===== src/rtl/regfile_multiport.sv =====
// regfile_multiport: DEPTH x WIDTH register file with one write port, two read ports,
// a pending-result scoreboard and a sequenced bulk-clear engine.
module regfile_multiport #(
    parameter int WIDTH     = 4,
    parameter int DEPTH     = 4,
    parameter int BYPASS    = 1,
    parameter int ZERO_REG0 = 0
) (
    input  logic                     clk_cpu,
    input  logic                     reset_n,
    input  logic                     we,
    input  logic [$clog2(DEPTH)-1:0] waddr,
    input  logic [WIDTH-1:0]         wdata,
    output logic                     wr_accept,
    input  logic [$clog2(DEPTH)-1:0] raddr_a,
    output logic [WIDTH-1:0]         rdata_a,
    output logic                     busy_a,
    input  logic [$clog2(DEPTH)-1:0] raddr_b,
    output logic [WIDTH-1:0]         rdata_b,
    output logic                     busy_b,
    input  logic                     rsv_en,
    input  logic [$clog2(DEPTH)-1:0] rsv_addr,
    input  logic                     clr_req,
    output logic                     clr_busy,
    output logic                     clr_done
);
    localparam int AW = $clog2(DEPTH);

    typedef enum logic [1:0] {IDLE, CLEARING, DONE} state_t;

    state_t           state_q, state_d;
    logic [AW-1:0]    ptr_q, ptr_d;
    logic [WIDTH-1:0] regs_q [DEPTH];
    logic [WIDTH-1:0] regs_d [DEPTH];
    logic [DEPTH-1:0] pend_q, pend_d;
    logic             wr_store, rsv_ok, hit_a, hit_b;

    always_ff @(posedge clk_cpu or negedge reset_n) begin
        if (!reset_n) begin
            state_q <= IDLE;
            ptr_q   <= '0;
            pend_q  <= '0;
            for (int i = 0; i < DEPTH; i++) regs_q[i] <= '0;
        end else begin
            state_q <= state_d;
            ptr_q   <= ptr_d;
            pend_q  <= pend_d;
            regs_q  <= regs_d;
        end
    end

    always_comb begin
        state_d = state_q;
        ptr_d   = ptr_q;
        case (state_q)
            IDLE: begin
                state_d = clr_req ? CLEARING : IDLE;
                ptr_d   = '0;
            end
            CLEARING: begin
                state_d = (ptr_q == AW'(DEPTH - 1)) ? DONE : CLEARING;
                ptr_d   = ptr_q + 1'b1;
            end
            default: state_d = IDLE;
        endcase
    end

    always_comb begin
        clr_busy = state_q == CLEARING;
        clr_done = state_q == DONE;
    end

    assign wr_accept = we & ~clr_busy;
    assign wr_store  = wr_accept & ~(ZERO_REG0 != 0 && waddr == '0);
    assign rsv_ok    = rsv_en & ~clr_busy & ~(ZERO_REG0 != 0 && rsv_addr == '0);

    // Reservation is applied after the write-clear so a same-cycle new producer keeps pend set.
    always_comb begin
        regs_d = regs_q;
        pend_d = pend_q;
        if (wr_store) regs_d[waddr] = wdata;
        if (wr_accept) pend_d[waddr] = 1'b0;
        if (rsv_ok) pend_d[rsv_addr] = 1'b1;
        if (clr_busy) begin
            regs_d[ptr_q] = '0;
            pend_d[ptr_q] = 1'b0;
        end
    end

    assign hit_a = BYPASS != 0 && wr_accept && waddr == raddr_a;
    assign hit_b = BYPASS != 0 && wr_accept && waddr == raddr_b;

    assign rdata_a = (ZERO_REG0 != 0 && raddr_a == '0) ? '0 : hit_a ? wdata : regs_q[raddr_a];
    assign rdata_b = (ZERO_REG0 != 0 && raddr_b == '0) ? '0 : hit_b ? wdata : regs_q[raddr_b];
    assign busy_a  = (hit_a && !(rsv_ok && rsv_addr == raddr_a)) ? 1'b0 : pend_q[raddr_a];
    assign busy_b  = (hit_b && !(rsv_ok && rsv_addr == raddr_b)) ? 1'b0 : pend_q[raddr_b];
endmodule

===== config.mk =====
export PLATFORM = sky130hd
export DESIGN_NAME = regfile_multiport
export DESIGN_NICKNAME = d
export VERILOG_FILES = /design/src/rtl/regfile_multiport.sv
export SDC_FILE = /design/constraint.sdc
export NUM_CORES = 1
export LEC_CHECK = 0
export CORE_ASPECT_RATIO = 1.75
export CORE_MARGIN = 8
export CORE_UTILIZATION = 50
export CTS_CLUSTER_DIAMETER = 100
export DETAILED_ROUTE_END_ITERATION = 7
export PLACE_DENSITY = 0.82
export SLEW_MARGIN = 40
export SYNTH_ARGS = -nofsm -noshare
export SYNTH_HDL_FRONTEND = slang
export SYNTH_SLANG_ARGS = --single-unit

===== constraint.sdc =====
create_clock -name clk_cpu -period 2.1 [get_ports clk_cpu]
set_input_delay 0.315 -clock clk_cpu [delete_from_list [all_inputs] [get_ports clk_cpu]]
set_output_delay 0.315 -clock clk_cpu [all_outputs]
set_load 0.005 [all_outputs]

# After elaboration in Yosys (flattened, before gate mapping)
# Cells that the tools add are included.
# word_totals
ff_bits	24
elab_cells	92
input_bits	17
output_inout_bits	13
# op_classes
addsub	1
n_mux	34
n_reduce_logical	15
order_cmp	14
eq_ne	7
bitwise_logic	14
# ops
operator	count
two-way mux 4 bit	11
two-way mux 16 bit	2
AND 16 bit	1
binary-select mux 4 bit (select 2 bit)	2
bitwise mux 16 bit	1
demux 4 bit (select 2 bit)	2
inverter 16 bit	1
less-than comparator 2 x 3 -> 1 bit (second input constant)	5
>= comparator 3 bit (second input constant)	4
inverter 2 -> 3 bit	4
logical AND 1 bit	11
AND 4 bit	2
equality test 2 bit	4
two-way mux 1 bit	8
inverter 4 bit	2
one-hot mux 2 bit (2 select lines)	2
demux 1 bit (select 2 bit)	3
>= comparator 2 x 1 -> 1 bit (second input constant)	3
less-than comparator 3 x 1 -> 1 bit (second input constant)	2
binary-select mux 1 bit (select 2 bit)	2
equality test 2 bit (second input constant)	2
OR 4 bit	1
adder 2 x 1 -> 2 bit (second input constant)	1
AND 1 bit	2
6 further kinds	7

# Depth between registers and ports, before layout
# Gate-level depths: netlist of run 1.
# depth
ltp_word	11
ltp_mapped	6
depth_no_buf	5

# Worst setup path after synthesis of run 1
# OpenSTA, ideal clock, no wires.
# synth_timing
kind	in2out
from	input raddr_a[1]
to	output rdata_a[3]
setup_slack_ns	0.497
n_path_buf	1
required_ns	1.785
t_arrival_ns	1.288
cell_stages	3
path_cell_list	buf_2 -> mux4_2 -> mux2_1
# synth_via
elab_chain_cells	5
elab_cells_between_ends	7
classes_between	1 x eq/ne; 4 x mux; 1 x bitwise; 1 x reduce/logical
# synth_rtl
element	line_no	rtl
start: declaration	15	input logic [$clog2(DEPTH)-1:0] raddr_a,
inverter 2 -> 3 bit (not written as such)	93	assign rdata_a = (ZERO_REG0 != 0 && raddr_a == '0) ? '0 : hit_a ? wdata : regs_q[raddr_a];
binary-select mux 4 bit (select 2 bit)	93	
two-way mux 4 bit (not written as such) (2 in a row)	93	
two-way mux 4 bit *	93	
end: declaration	16	output logic [WIDTH-1:0] rdata_a,
# Mark *: on every way between the ends. The rest lies on a longest branch, timed or not. The select of a mux whose other input is x is not followed.

# Worst setup path after layout of run 1
# layout_timing
from	input raddr_b[0]
to	output rdata_b[0]
# layout_via
elab_chain_cells	5
elab_cells_between_ends	7
classes_between	1 x eq/ne; 4 x mux; 1 x bitwise; 1 x reduce/logical
# layout_rtl
element	line_no	rtl
start: declaration	18	input logic [$clog2(DEPTH)-1:0] raddr_b,
inverter 2 -> 3 bit (not written as such)	94	assign rdata_b = (ZERO_REG0 != 0 && raddr_b == '0) ? '0 : hit_b ? wdata : regs_q[raddr_b];
binary-select mux 4 bit (select 2 bit)	94	
two-way mux 4 bit (not written as such) (2 in a row)	94	
two-way mux 4 bit *	94	
end: declaration	19	output logic [WIDTH-1:0] rdata_b,
# Marked as above.

==> run_results.csv, run 1 <==
group,metric,value,unit
cells_and_area,syn_to_final_growth,37.0,%
worst_setup_path,r2r_cells,5,
timing,tightest_slew,452,ps
cells_and_area,design_area,0.00225,mm^2
drt,wl_met1,1700,um
global_route,grt_first_pass_wirelength,7510,um
logic_synthesis,synth_cell_types,29,
cells_and_area,antennaDiodeCount,0,
worst_setup_path,crit_type,"input port to primary output",
worst_setup_path,crit_path_max_fanout,5,
worst_setup_path,r2r-start,"state_q[0]",
power_and_ir_drop,max-vdd-ir-drop,0.000969,V
worst_setup_path,reg2reg_slack,560,ps
global_route,grt_pass1_vias,1475,
clock_tree,h-tree-depth,1,
drt,vias,1324,
worst_setup_path,required,1780,ps
clock_tree,path_clk_slew,90,ps
cells_and_area,fillers,236,
clock_tree,clock_latency,270,ps
drt,final_antenna_net_count,0,
power_and_ir_drop,leakage,1.02,nW
drt,dr_wl_met3,232,um
placed_design,port_buffers,29,
drt,routed_via_density,5.63,
drt,drt-wirelength-per-cell,19.8,um
worst_setup_path,startpoint_type,"input port",
timing,setup_tns,0,ps
floorplanning,die_x,59.3,um
drt,drt_pass1_iterations,4,
status,status,"completed",
clock_tree,cts_hold_buf,0,
logic_synthesis,netlist_instances,141,
global_route,antenna_found_initial,0,
clock_tree,numCtsBuffers,3,
drt,drcViolationCount,0,
logic_synthesis,synth_fp_nets,162,
timing,post-route-min-period,2070,ps
global_route,grt_usage,0.179,
logic_synthesis,yosys_warnings,0,
worst_setup_path,crit_start,"raddr_b[0]",
floorplanning,die_area,0.00545,mm^2
cells_and_area,multi_input_area,968,um^2
floorplanning,rows,27,
logic_synthesis,ys_ff_latch,24,
worst_setup_path,r2r_end,"regs_q[12]",
placed_design,hpwl,3510,um
logic_synthesis,syn_avg_cell_area,11.6,um^2
timing,fin_crit_sh,0.985,
placed_design,post-place-ws,-446,ps
power_and_ir_drop,p_per_area,1050,mW/mm^2
global_route,overflow,0,
floorplanning,io_pins,30,
timing,slew_violations,0,
logic_synthesis,synth_seq_area_share,0.366,
worst_setup_path,worst_setup_path_end_kind,"primary output",
global_route,grt_max_degree,25,
worst_hold_path,hp-class,"input port to async pin",
floorplanning,initial_core_util,0.523,
clock_tree,cts_tree,"yes",
cells_and_area,nets,214,
cells_and_area,fin_cells,235,
floorplanning,core_area,0.00314,mm^2
placed_design,place_inst,221,
drt,wl_met2,2640,um
cells_and_area,regArea,601,um^2
timing,rsz0062_at_grt,"no",
drt,top_layer,"met4",
floorplanning,die_h,91.8,um
timing,fin_skew,2.36,ps
clock_tree,ctsRootBufferMaster,"clkbuf_8",
placed_design,placed_cell_area,0.00207,mm^2
cells_and_area,drive_above_1_share,0.313,
placed_design,routabilityCongestion,0.824,
cells_and_area,final_util,0.716,
drt,drt_first_iter_violations,44,
worst_setup_path,cp.arrival,1750,ps
logic_synthesis,syn_area,0.00164,mm^2
timing,max_freq,483,MHz
drt,routed_wl,4660,um
timing,max-slew-margin-rel,0.698,
flow_run,maxCapViolCount,0,
timing,timing.final.ws_setup,31.5,ps
timing,hold_viol,0,
timing,setup_viol,0,
clock_tree,clkSinkCount,24,
clock_tree,clockBufferDepth,2,
[layer usage]
metal,global-route usage,up-vias
li1,-,600
met5,0,-
met2,0.337,54
met4,0.0622,0
met1,0.188,660
met3,0.0266,10
[cells in the final DEF, fill, tap and decap left out, types with 2 or more instances in the layout]
cell type,n
mux2_4,2
nand4_4,2
buf_4,23
nand2_1,25
mux2i_1,17
mux2_1,2
dfrtp_1,24
clkbuf_8,3
mux4_2,10
clkdlybuf4s15_1,3
dlygate4sd2_1,10
and4_1,2
o22ai_1,2
o21ai_0,2
nor2b_1,2
nand3b_1,4
inv_1,9
o32ai_1,2
clkdlybuf4s50_1,12
clkdlybuf4s15_2,3
mux2_2,4
buf_12,2
xnor2_2,2
nor3b_4,2
xnor2_1,6
o21a_1,2
buf_6,2
ha_1,4
[state kept, by name, indices dropped and copies added, names as in the netlist]
name / flops
regs_q: 16
pend_q: 4
ptr_q: 2
state_q: 2
[worst max-delay path by stage]
stage,to,slack [ps]
final,rdata_b[0],30
after global routing,rdata_a[2],2
after CTS,rdata_a[0],10
after detailed placement,rdata_b[2],-450
after global placement,rdata_a[2],-410
after floorplan,rdata_a[3],500
[kinds of logic (layout without fill, tap and decap cells)]
kind of cell | Yosys count | after routing | share of synthesized area
simple gates | 43 | 43 | 0.163
mux | 35 | 35 | 0.296
xor+xnor | 8 | 8 | 0.0427
fa+ha+maj | 4 | 4 | 0.0305
buf+inv | 19 | 70 | 0.0686
compound gates | 8 | 8 | 0.0335
flops | 24 | 24 | 0.366
[report_power, final]
group	total, W	switching (W)	internal, W
Combinational	0.00115	0.000548	0.000605
Clock	0.000407	0.000153	0.000255
Sequential	0.000804	0.000158	0.000646
[worst max-delay path, cell delays in order]
cell,delay [ps]
clkdlybuf4s15_2,200
buf_12,120
buf_4,130
mux4_2,500
mux2_4,270
clkdlybuf4s15_1,210
[Yosys cell counts]
master,n,area [um^2]
and2_1,1,6.26
and3_1,1,6.26
and4_1,2,17.5
buf_2,5,25.0
buf_4,1,7.51
buf_6,2,22.5
buf_8,1,15.0
dfrtp_1,24,601
ha_1,4,50.1
inv_1,9,33.8
inv_6,1,8.76
mux2_1,4,45.0
mux2_2,4,45.0
mux2i_1,17,170
mux4_2,10,225
nand2_1,25,93.8
nand2b_4,1,13.8
nand3_1,1,5.00
nand3b_1,4,30.0
nand4_2,2,25.0
nor2_1,1,3.75
nor2b_1,2,12.5
nor3_4,1,16.3
nor3b_4,2,37.5
o21a_1,2,15.0
o21ai_0,2,10.0
o22ai_1,2,12.5
o32ai_1,2,17.5
xnor2_1,8,70.1
[layout make-up]
type | count | area share
well taps | 43 | 0.0239
inverters | 10 | 0.0189
multi-input cells | 98 | 0.431
clock buffers | 3 | 0.0184
flip-flops and latches | 24 | 0.267
clock inverters | 1 | 0.0134
repair buffers | 56 | 0.228
[stage by stage]
stage / hold slack, ps / power [W]
2_1_floorplan: 19.4 / 0.00146
3_3_place_gp: 518 / 0.00185
3_5_place_dp: 534 / 0.00194
4_1_cts: 400 / 0.00235
5_1_grt: 427 / 0.00249
6_report: 389 / 0.00236
[timing repair]
item | CTS | global route
pin swaps | 2 | 1
resized for setup | 34 | 2
buffers inserted | 10 | 0
endpoints found under the setup margin | 10 | 3
No activity file was read; power rests on OpenSTA's default activity.
==> run 2, diff against run 1 <==
Settings changed: CTS_CLUSTER_SIZE set to 12.
==> results of run 2 <==
No change in the layout: final DEF, timing and power equal those of run 1.
==> edit (config.mk and constraints of run 2) <==
`WIDTH`: 4 -> 6.
--- a/src/rtl/regfile_multiport.sv
+++ b/src/rtl/regfile_multiport.sv
@@ -1,7 +1,7 @@
 // regfile_multiport: DEPTH x WIDTH register file with one write port, two read ports,
 // a pending-result scoreboard and a sequenced bulk-clear engine.
 module regfile_multiport #(
-    parameter int WIDTH     = 4,
+    parameter int WIDTH     = 6,
     parameter int DEPTH     = 4,
     parameter int BYPASS    = 1,
     parameter int ZERO_REG0 = 0
Ports: changed (resized rdata_a, rdata_b and wdata); port bits go from 30 to 36. No check against the original RTL was run, so the function may have changed too.
==> edit against run 2 <==
- synthesized cell count grew 26%
- sequential cell count grew 8
- combinational power grew 17%
- wire length grew 18%
- power grew 23%
- highest routed layer unchanged
- worst setup slack gained 0.017 ns
- area after synthesis grew 27%
- design area grew 23%
==> edit: results (changes against run 2) <==
• Synth Area in Compound Gates: 0.0264, -0.00709
• Total Routing Usage GR: 0.179, about the same
• routability-driven placement congestion ratio: 0.904, +9.7%
• critical-path maximum fanout: 6, +1
• proportion of synthesized area in mux cells: 0.337, +0.0408
• post-synthesis share of cell area spent on xor and xnor gates: 0.0337, -0.00903
• detailed-placement wirelength estimate: 3.92 mm, +12%
• biggest regs: regs_q (24), pend_q (4)
• WL/cell: 19.2 um, -3.4%
• post-route clock skew: 0.00433 ns, +0.00197 ns
• count of vias placed by the detailed router: 1674, +26%
• Initial DRT Pass Iterations: 5, +1
• fin util: 0.681, -0.0349
• power in combinational cells: 1.35 mW, +17%
• cell total after placement: 273, +24%
• number of violations reported at the end of detailed-routing iteration 0: 49, +11%
• Buffers on Ports: 35, +21%
• # fillers: 307, +30%
• clock latency of the later-clocked register in the worst-skew pair: 0.29 ns, +0.02 ns
• setup slack on the worst flop-to-flop path: 0.66 ns, +0.10 ns
• leading post-synthesis cells by instance count: 33 x sky130_fd_sc_hd__nand2_1, 32 x sky130_fd_sc_hd__dfrtp_1, 25 x sky130_fd_sc_hd__mux2i_1
• Setup WS post-layout: 0.0489 ns, +0.0173 ns
• Avg Cell Area, Syn: 11.8 um^2, +1.0%
• cell types with the largest area share after synthesis: sky130_fd_sc_hd__dfrtp_1 38%, sky130_fd_sc_hd__mux4_2 15%, sky130_fd_sc_hd__mux2i_1 12%
• maximum number of pins on one net before global-route repair: 33, +32%
• Tightest Pin Transition: 0.418 ns, -0.0337 ns
• DR vias/cell: 5.83, +3.5%
• first-pass GRT wire length: 9.16 mm, +22%
• outcome: finished, final reports clean
• # nets final: 260, +21%
• sum of internal, switching and leakage power: 2.90 mW, +23%
• via count of the first global-routing pass: 1832, +24%
• fraction of final layout cells sized beyond drive strength 1: 0.307, -0.00578
==> edit: changes by cell type in the layout (fill, tap and decap cells not counted), moves of 4 or more <==
| cell | before | now |
|---|---|---|
| sky130_fd_sc_hd__dfrtp_1 | 24 | 32 |
| sky130_fd_sc_hd__nand2_1 | 25 | 33 |
| sky130_fd_sc_hd__mux2_2 | 4 | 11 |
| sky130_fd_sc_hd__mux2i_1 | 17 | 25 |
| sky130_fd_sc_hd__mux4_2 | 10 | 14 |
==> edit: final cells by class <==
cell class                 instances  area share
tap                               49      0.0221
clock buffer                       8      0.0325
timing repair buffer              64       0.211
inverter                          12      0.0181
sequential                        32       0.289
multi-input combinational        122       0.428
==> edit: kinds of logic (layout without fill, tap and decap cells) <==
logic type | Yosys count | after routing
and+or+nand+nor | 51 | 51
buffers and inverters | 23 | 84
xor gates and xnor gates | 8 | 8
muxes | 51 | 51
adders and majority gates | 4 | 4
AOI/OAI and AO/OA | 8 | 8
DFF | 32 | 32
==> edit: layer usage <==
metal | up-vias | track usage | wire, um
met5 | - | 0 | 0
met1 | 845 | 0.191 | 2020
met3 | 15 | 0.0410 | 305
met2 | 70 | 0.316 | 3020
li1 | 744 | - | -
met4 | 0 | 0.0963 | 149
==> edit: worst paths after layout <==
path,startpoint,to,cells past startpoint
setup / recovery,raddr_b[0],rdata_b[0],6
min in group clk_cpu,regs_q[2]$_DFF_PN0_,regs_q[2]$_DFF_PN0_,2
hold reg to reg,regs_q[2]$_DFF_PN0_,regs_q[2]$_DFF_PN0_,2
hold / removal,reset_n,regs_q[6]$_DFF_PN0_,2
max in group asynchronous,reset_n,regs_q[14]$_DFF_PN0_,2
setup reg to reg,state_q[0]$_DFF_PN0_,regs_q[18]$_DFF_PN0_,6
